**config.mk**
```make
export PLATFORM = sky130hd
export DESIGN_NAME = alu_result_stage
export DESIGN_NICKNAME = d
export VERILOG_FILES = /design/src/rtl/alu_result_stage.sv
export SDC_FILE = /design/constraint.sdc
export NUM_CORES = 1
export LEC_CHECK = 0
export ABC_AREA = 1
export ABC_CLOCK_PERIOD_IN_PS = 2900
export CELL_PAD_IN_SITES_DETAIL_PLACEMENT = 1
export CELL_PAD_IN_SITES_GLOBAL_PLACEMENT = 1
export CORE_MARGIN = 2
export CORE_UTILIZATION = 25
export CTS_CLUSTER_DIAMETER = 80
export DETAILED_ROUTE_END_ITERATION = 8
export GPL_ROUTABILITY_DRIVEN = 0
export PLACE_DENSITY_LB_ADDON = 0.12
export SETUP_SLACK_MARGIN = 0.15
export SYNTH_ARGS = -nofsm -noshare
export SYNTH_HDL_FRONTEND = slang
export SYNTH_SLANG_ARGS = --single-unit
```
**constraint.sdc**
```tcl
create_clock -name Clk -period 2.9 [get_ports Clk]
set_input_delay 0.29 -clock Clk [delete_from_list [all_inputs] [get_ports Clk]]
set_output_delay 0.29 -clock Clk [all_outputs]
set_load 0.03 [all_outputs]
```
**src/rtl/alu_result_stage.sv**
```systemverilog
// Result stage behind the ALU: captures Y/OFlags, commits masked flags into SR,
// buffers results in a 2-entry FIFO toward writeback and decodes branch conditions.
module alu_result_stage #(
    parameter int DataWidth = 8,
    parameter int FlagBits  = 4
) (
    input  logic                 Clk,
    input  logic                 Reset_N,
    input  logic                 In_Valid,
    output logic                 In_Ready,
    input  logic [DataWidth-1:0] Y,
    input  logic [FlagBits-1:0]  OFlags,
    input  logic [FlagBits-1:0]  FlagMask,
    input  logic                 WrDest,
    input  logic                 FlagWr,
    input  logic [FlagBits-1:0]  FlagWrData,
    output logic [FlagBits-1:0]  SR,
    input  logic [2:0]           Cond,
    output logic                 CondTrue,
    output logic                 Out_Valid,
    input  logic                 Out_Ready,
    output logic [DataWidth-1:0] Out_Data
);

    // Handshakes: a transfer happens on a rising edge where valid & ready are both 1;
    // valid never depends on ready, and In_Ready depends only on the stored count.
    logic [DataWidth-1:0] mem [2];
    logic [1:0]           count;
    logic                 rd_ptr;
    logic                 wr_ptr;
    logic [FlagBits-1:0]  sr;
    logic                 accept;
    logic                 push;
    logic                 pop;
    logic                 flag_bit;

    assign accept    = In_Valid & In_Ready;
    assign push      = accept & WrDest;
    assign pop       = Out_Valid & Out_Ready;

    assign In_Ready  = (count != 2'd2);
    assign Out_Valid = (count != 2'd0);
    assign Out_Data  = mem[rd_ptr];
    assign SR        = sr;

    always_ff @(posedge Clk) begin
        if (!Reset_N) begin
            count  <= 2'd0;
            rd_ptr <= 1'b0;
            wr_ptr <= 1'b0;
            sr     <= '0;
            for (int i = 0; i < 2; i++) begin
                mem[i] <= '0;
            end
        end else begin
            if (push) begin
                mem[wr_ptr] <= Y;
                wr_ptr      <= ~wr_ptr;
            end
            if (pop) begin
                rd_ptr <= ~rd_ptr;
            end
            if (push && !pop) begin
                count <= count + 2'd1;
            end else if (pop && !push) begin
                count <= count - 2'd1;
            end
            // A direct flag write wins over the ALU flags for every bit.
            if (FlagWr) begin
                sr <= FlagWrData;
            end else if (accept) begin
                sr <= (sr & ~FlagMask) | (OFlags & FlagMask);
            end
        end
    end

    // Cond[2:1] picks the flag (Z,C,N,V); Cond[0] selects the inverted sense.
    always_comb begin
        flag_bit = 1'b0;
        case (Cond[2:1])
            2'd0:    flag_bit = sr[0];
            2'd1:    flag_bit = sr[1];
            2'd2:    flag_bit = sr[2];
            default: flag_bit = sr[3];
        endcase
        CondTrue = flag_bit ^ Cond[0];
    end

endmodule

```
# Word level (Yosys, flattened, before mapping)
# Memories as Yosys holds them, arrays and structs flattened. A register that Yosys moved wholly into a read port is not among the register bits.
# Index checks and enable logic that the tools add are counted.
[word_totals]
ff_bits = 8
mem_bits_rw = 16
inputBits = 29
out_inout_bits = 15
elab_cells = 43
n_memories = 1
[op_classes]
addsub = 2
eq_ne = 3
muxes = 14
bitwise = 10
reduce_logical = 9
[memory_table]
columns = ["name", "depth", "word_bits", "read_ports", "rd_ports_with_merged_regs", "write_ports", "line_no", "rtl"]
rows = [
  ["mem", 2, 8, 1, 1, 2, "27", "logic [DataWidth-1:0] mem [2];"],
]
[op_table]
columns = ["cell", "n"]
rows = [
  ["AND 4 bit", 2],
  ["two-way mux 1 bit", 8],
  ["two-way mux 4 bit", 2],
  ["two-way mux 8 bit", 1],
  ["OR reduction 8 bit", 1],
  ["nonzero test 2 bit", 3],
  ["two-way mux 2 bit", 2],
  ["NOT 4 bit", 1],
  ["bitwise OR 4 bit", 1],
  ["AND 1 bit", 3],
  ["one-hot mux 1 bit (3 select lines)", 1],
  ["adder 2 x 1 -> 2 bit (second input constant)", 1],
  ["== test 2 x 1 -> 1 bit (second input constant)", 1],
  ["== test 2 bit (second input constant)", 1],
  ["logical AND 1 bit", 2],
  ["logical NOT 1 bit", 2],
  ["logical NOT 2 bit", 1],
  ["inequality test 2 bit (second input constant)", 1],
  ["NOT 1 bit", 2],
  ["subtractor 2 x 1 -> 2 bit (second input constant)", 1],
  ["bitwise XOR 1 bit", 1],
]

# Longest topological paths before layout
# Gate-level depths: netlist (run 1).
[depth]
depth_word = 8
mapped_depth = 11
mapped_depth_nobuf = 11

# Worst setup path after synthesis (run 1)
# No wires, ideal clock.
[synth_timing]
kind = "reg2reg"
startpoint = "register count[1]"
endpoint = "register count[1]"
arrival_ns = 1.387
required_ns = 2.787
setup_slack_ns = 1.400
stages_incl_launch_ff = 9
path_buffers = 0
synth_period_minus_slack_ns = 1.500
cell_sequence = "dfxtp_1 -> inv_1 -> nand2_1 -> nand2_1 -> ha_1 -> inv_1 -> nand3_1 -> nor2_1 -> nor2_1"
[synth_lines]
columns = ["item", "line_no", "rtl"]
rows = [
  ["start: declaration", "28", "logic [1:0] count;"],
  ["start signal: assignment", "64", "count <= count + 2'd1;"],
  ["start signal: assignment", "66", "count <= count - 2'd1;"],
  ["nonzero test 2 bit *", "42", "assign Out_Valid = (count != 2'd0);"],
  ["via Out_Valid", "20", "output logic Out_Valid,"],
  ["AND 1 bit *", "39", "assign pop = Out_Valid & Out_Ready;"],
  ["logical NOT 1 bit", "63", "if (push && !pop) begin"],
  ["logical AND 1 bit", "63", ""],
  ["two-way mux 2 bit / nonzero test 2 bit (equally long branches)", "n/a", ""],
]
# The timed path passes the listed nets; every way through them passes the cells marked *. The select of a mux whose other input is x is not followed.
# A chain may end at the register's enable or synchronous reset.

# Worst setup path in the final report (run 1)
[layout_timing]
startpoint = "input Cond[1]"
endpoint = "output CondTrue"
[layout_via]
elab_chain_len = 3
[layout_lines]
columns = ["item", "line_no", "rtl"]
rows = [
  ["start: declaration", "18", "input logic [2:0] Cond,"],
  ["== test 2 bit, or another cell as far along", "80", "case (Cond[2:1])"],
  ["one-hot mux 1 bit (3 select lines) *", "80", ""],
  ["bitwise XOR 1 bit *", "86", "CondTrue = flag_bit ^ Cond[0];"],
  ["end: declaration", "19", "output logic CondTrue,"],
]
# Every way passes the cells marked *; elsewhere a longest branch is shown, timed or not.

==> metrics.csv, run 1 <==
metric,value,unit
drive_gt1_share,9.68,%
grt_pass1_wl,5240,um
cts_resized,0,
drt-vias-per-instance,4.29,
ant_nets,0,
root_buffer,clkbuf_8,
post_drt_wl_per_cell,12.4,um
gr-max-usage-layer,met2,
cts_sinks,25,
maxCapViolCount,0,
cp_top_family,buffers and inverters,
top_level_ports,44,
path_clk_slew,80,ps
post_cts_buffers,0,
synth_top_family_by_area,simple AND/OR/NAND/NOR gates,
fmax,454,MHz
synth-simple-area-share,26.4,%
synth_edf_count,16,
synth_top_area_share,38.1,%
yosys_most_used_dff,edfxtp_1,
setup_tns,0,ps
die_area,5630,um^2
synth.yosys.warnings,0,
htreeDepth,1,
dieHeight,75.1,um
required,2610,ps
worstPathArrival,1910,ps
synth_common_cells,"nand2_1, inv_1, edfxtp_1, nor2_1, nand3_1",
clock_path_buffers,2,
endpoint_kind,output port,
antenna_found_initial,0,
p_leak,0.000767,uW
cts_inserted_buffers,3,
cpMostUsedCell,nand2_1,
synthAdderAreaFrac,0.991,%
synth_seq_cells,25,
hold_viol,0,
min_path_type,reg -> reg,
tightest_slew,408,ps
crit_chain,clkdlybuf4s50_1 -> inv_1 -> nand2_1 -> nand3_1 -> nand2_1 -> nand2_1 -> nand2_1 -> clkdlybuf4s50_1,
avgSynthCellArea,8.83,um^2
status,"complete, no violations",
synth_compound_gate_area_share,4.06,%
cp.buffers_inverters,3,
synth.largest_area_cell,edfxtp_1,
ys_async_sr_fraction,0,%
fillers,578,
crit_fanout,3,
grt_use_total,12.4,%
power.density,573,nW/um^2
slew_headroom,72.7,%
overflow,0,
critPathMaxStageDelay,680,ps
port_buffers,43,
fp-row-count,25,
start_util,26.4,%
setup.worst_path.start_class,primary input,
routed_wirelength,3150,um
die_x,75.1,um
placedCellCount,249,
finClkSkew,2.17,ps
hold_slack,513,ps
stdcell_count,253,
clkLatencyLatePin,270,ps
grtUsageMet2,22.6,%
yosys-top-cells-area,"edfxtp_1, dfxtp_1, nand2_1",
yosys.cell_count.top_type,nand2_1,
drc_errors,0,
grt_util_met3,1.74,%
antennaDiodeCount,0,
ys_seq_area_share,52.3,%
netlist_area,1260,um^2
vdd_drop_max,0.201,mV
ys_types,20,
drt_iter0_drc,52,
dp_hpwl,2460,um
cts-hold-fix-buffers,0,
use_met1,14.6,%
finalCritPeriodShare,76.0,%
grt_pass1_vias,1218,
slew_viol_final,0,
pre_cts_slack,697,ps
firstDrtPassIters,4,
synthMuxAreaShare,7.14,%
grt_max_degree,14,
num_vias,1085,
crit_slowest_cell,clkdlybuf4s50_1,
nets,217,
setup_violations,0,
synth-xor-area-share,0.694,%
period_needed,2200,ps
path_class,in -> out,
worst_slack,696,ps
cts_tree,built,
area_delta_synth_final,42.7,%
rsz0062_at_grt,false,
coreArea,4790,um^2
postSynthCellCount,143,
synth_nets,173,
path summary, 6_finish.rpt:
kind	end	start	slack (ps)	cells past startpoint
setup reg to reg	mem[1][0]	count[0]	1370	6
hold reg to reg	count[0]	count[0]	510	1
setup / recovery	CondTrue	Cond[1]	700	8
hold / removal	count[0]	count[0]	510	1
per-stage QoR:
step	util (%)	total power (uW)	cell area, um^2
final	37.6	1030	1800
after global routing	37.6	1100	1800
after CTS	37.6	1050	1800
after detailed placement	36.7	838	1760
after global placement	36.7	829	1760
after floorplan	-	683	1260
metal layers:
layer	wire, um	vias to the layer above	part of all wire, %
met5	0	-	0
met4	39	0	1.2
met3	136	4	4.3
met2	1640	30	52
met1	1330	503	42
li1	-	548	-
layout by cell type, fill, tap and decap left out:
cell type / count
ha_1: 1
o21ai_0: 1
mux2_2: 8
nand3_1: 14
clkbuf_8: 3
clkdlybuf4s50_1: 43
nand2_2: 1
nor3_1: 8
inv_2: 3
a21oi_1: 5
nand2_4: 1
nand2_1: 30
edfxtp_1: 16
dfxtp_1: 9
nor2_1: 16
o21ai_1: 1
nand3_4: 1
nand3b_1: 2
clkbuf_1: 1
xor2_1: 1
inv_1: 20
a21oi_4: 1
cell type report:
cell class / instances / area, um^2 / area share (%)
timing repair buffer: 43 / 430 / 23.9
clock buffer: 4 / 45.0 / 2.50
sequential: 25 / 661 / 36.7
multi-input combinational: 91 / 495 / 27.5
inverter: 23 / 86.3 / 4.79
tap: 67 / 83.8 / 4.65
logic make-up after synthesis:
family                     after synthesis
and+or+nand+nor                         73
buffers and inverters                   27
DFF                                     25
AOI/OAI and AO/OA                        8
muxes                                    8
xor gates and xnor gates                 1
adders and majority gates                1
where the power goes:
group	leakage [uW]	total, uW	internal [uW]	switching, uW
logic	0.000502	372	166	206
clock network	0.0000228	208	98.3	110
registers	0.000242	451	420	31.9
Note: power is estimated with default switching activity, not from simulation.
==> run 2, diff against run 1 <==
Settings changed: ABC_CLOCK_PERIOD_IN_PS 2900 to 2000.
Clock period 2.9 ns to 2 ns, I/O delays scaled along.
==> run 2 against run 1 <==
Net effect: final area increased by 1.9%; sequential power is 45% higher; worst hold slack better by 1.1 ps; core utilization increased by 0.71 points; worst setup slack got worse by 420 ps; via count rose by 2.4%; critical path depth is 5 lower; critical endpoint is now Out_Valid; largest power group unchanged.
==> metrics.csv, run 2 (synthesized netlist as in run 1, its figures left out) <==
metric,value,unit,change
coreArea,4790,um^2,unchanged
grt_max_degree,14,,unchanged
min_path_type,reg -> reg,,
antenna_found_initial,0,,unchanged
fp-row-count,25,,unchanged
htreeDepth,1,,unchanged
die_x,75.1,um,unchanged
die_area,5630,um^2,unchanged
clkPwrFrac,20.1,%,about the same
grt_pass1_wl,5200,um,-0.80%
final_common_cell,clkdlybuf4s50_1,,
tightest_slew,378,ps,-29.7 ps
post_drt_wl_per_cell,12.4,um,about the same
drc_errors,0,,unchanged
cts_tree,built,,
cts-hold-fix-buffers,0,,unchanged
seqPwrFrac,44.4,%,+0.6 points
clock_path_buffers,2,,unchanged
maxCapViolCount,0,,unchanged
place_area,1790,um^2,+2.1%
dieHeight,75.1,um,unchanged
routed_wirelength,3210,um,+2.0%
root_buffer,clkbuf_8,,
path_clk_slew,80,ps,about the same
finalCritPeriodShare,86.4,%,
setup_violations,0,,unchanged
vdd_drop_max,0.270,mV,+35%
switching_share,33.8,%,+0.12 points
cts_sinks,25,,unchanged
slew_viol_final,0,,unchanged
overflow,0,,unchanged
dp_hpwl,2590,um,+5.3%
critPathMaxStageDelay,670,ps,about the same
crit_slowest_cell,clkdlybuf4s50_1,,
drt_iter0_drc,20,,-62%
status,"complete, no violations",,
grt_use_total,12.2,%,-0.22 points
num_vias,1111,,+2.4%
setup.worst_path.start_class,flip-flop,,
antennaDiodeCount,0,,unchanged
fin_total_pwr,1480,uW,+43%
hold_slack,514,ps,+1.14 ps
endpoint_kind,output port,,
fin_util,38.4,%,+0.71 points
drive_gt1_share,12.6,%,+2.9 points
p_comb_share,35.4,%,-0.7 points
nets,222,,+2.3%
final_cell_mix,"clkdlybuf4s50_1, nand2_1, inv_1",,
area_delta_synth_final,45.4,%,
drt-vias-per-instance,4.31,,+0.41%
setup_tns,0,ps,unchanged
power.density,804,nW/um^2,+40%
ant_nets,0,,unchanged
finClkSkew,1.03,ps,-1.13 ps
clkLatencyLatePin,260,ps,about the same
crit_chain,inv_1 -> nand2_1 -> clkdlybuf4s50_1,,
period_needed,1730,ps,
p_leak,0.000826,uW,+7.8%
cts_inserted_buffers,3,,unchanged
hold_viol,0,,unchanged
port_buffers,43,,unchanged
internal-power,977,uW,+43%
firstDrtPassIters,4,,unchanged
slew_headroom,74.7,%,+2.0 points
required,1800,ps,-810 ps
final_area,1840,um^2,+1.9%
path_class,reg -> out,,
grt_pass1_vias,1219,,+0.082%
fmax,579,MHz,
crit_fanout,3,,unchanged
start_util,26.4,%,unchanged
rsz0062_at_grt,false,,
top_level_ports,44,,unchanged
worstPathArrival,1530,ps,-380 ps
switchingPower,499,uW,+44%
## run 2: area by class of cell
| type | instances | area, um^2 |
|---|---|---|
| multi-input combinational | 91 | 495 |
| fill | 582 | 2950 |
| timing repair buffer | 48 | 463 |
| sequential | 25 | 662 |
| inverter | 23 | 86.3 |
| tap | 67 | 83.8 |
| clock buffer | 4 | 45.0 |
## run 2: power by group through the flow
stage               Combinational, uW  Sequential, uW  Clock (uW)
floorplan                         333             658           0
global placement                  544             667           0
detailed placement                557             671           0
CTS                               536             660         315
global route                      576             665         331
finish                            523             656         297
## run 2: what timing repair did
| action | CTS | global route |
|---|---|---|
| pin swaps | 0 | 0 |
| resized for setup | 9 | 2 |
| setup endpoints to repair | 9 | 2 |
| buffers inserted | 0 | 0 |
## run 2: through the flow
step / cells / worst slack [ps]
after floorplan: 143 / 500
after global placement: 254 / 104
after detailed placement: 254 / 20.1
after CTS: 258 / 87.9
after global routing: 258 / 177
final: 258 / 271
## run 2: final timing paths
path         startpoint  depth (start not counted)  slack, ps         to
max            count[1]                          3        270  Out_Valid
min              rd_ptr                          2        510  flip-flop
max reg2reg    count[0]                         10        530   count[1]
min reg2reg      rd_ptr                          2        510  flip-flop
## run 2: routing by layer
layer / vias to the layer above / wire length, um / share of wire, % / global-route usage [%]
met1: 525 / 1300 / 40 / 12.6
met3: 2 / 164 / 5.1 / 2.41
met5: - / 0 / 0 / 0
met4: 0 / 19 / 0.59 / 4.76
li1: 556 / - / - / -
met2: 28 / 1730 / 54 / 23.7
## run 2: critical path, delay by kind of cell, from the launching register on
kind                   cells  cell delay [ps]
buffers and inverters      2              760
DFF                        1              410
and+or+nand+nor            1               90
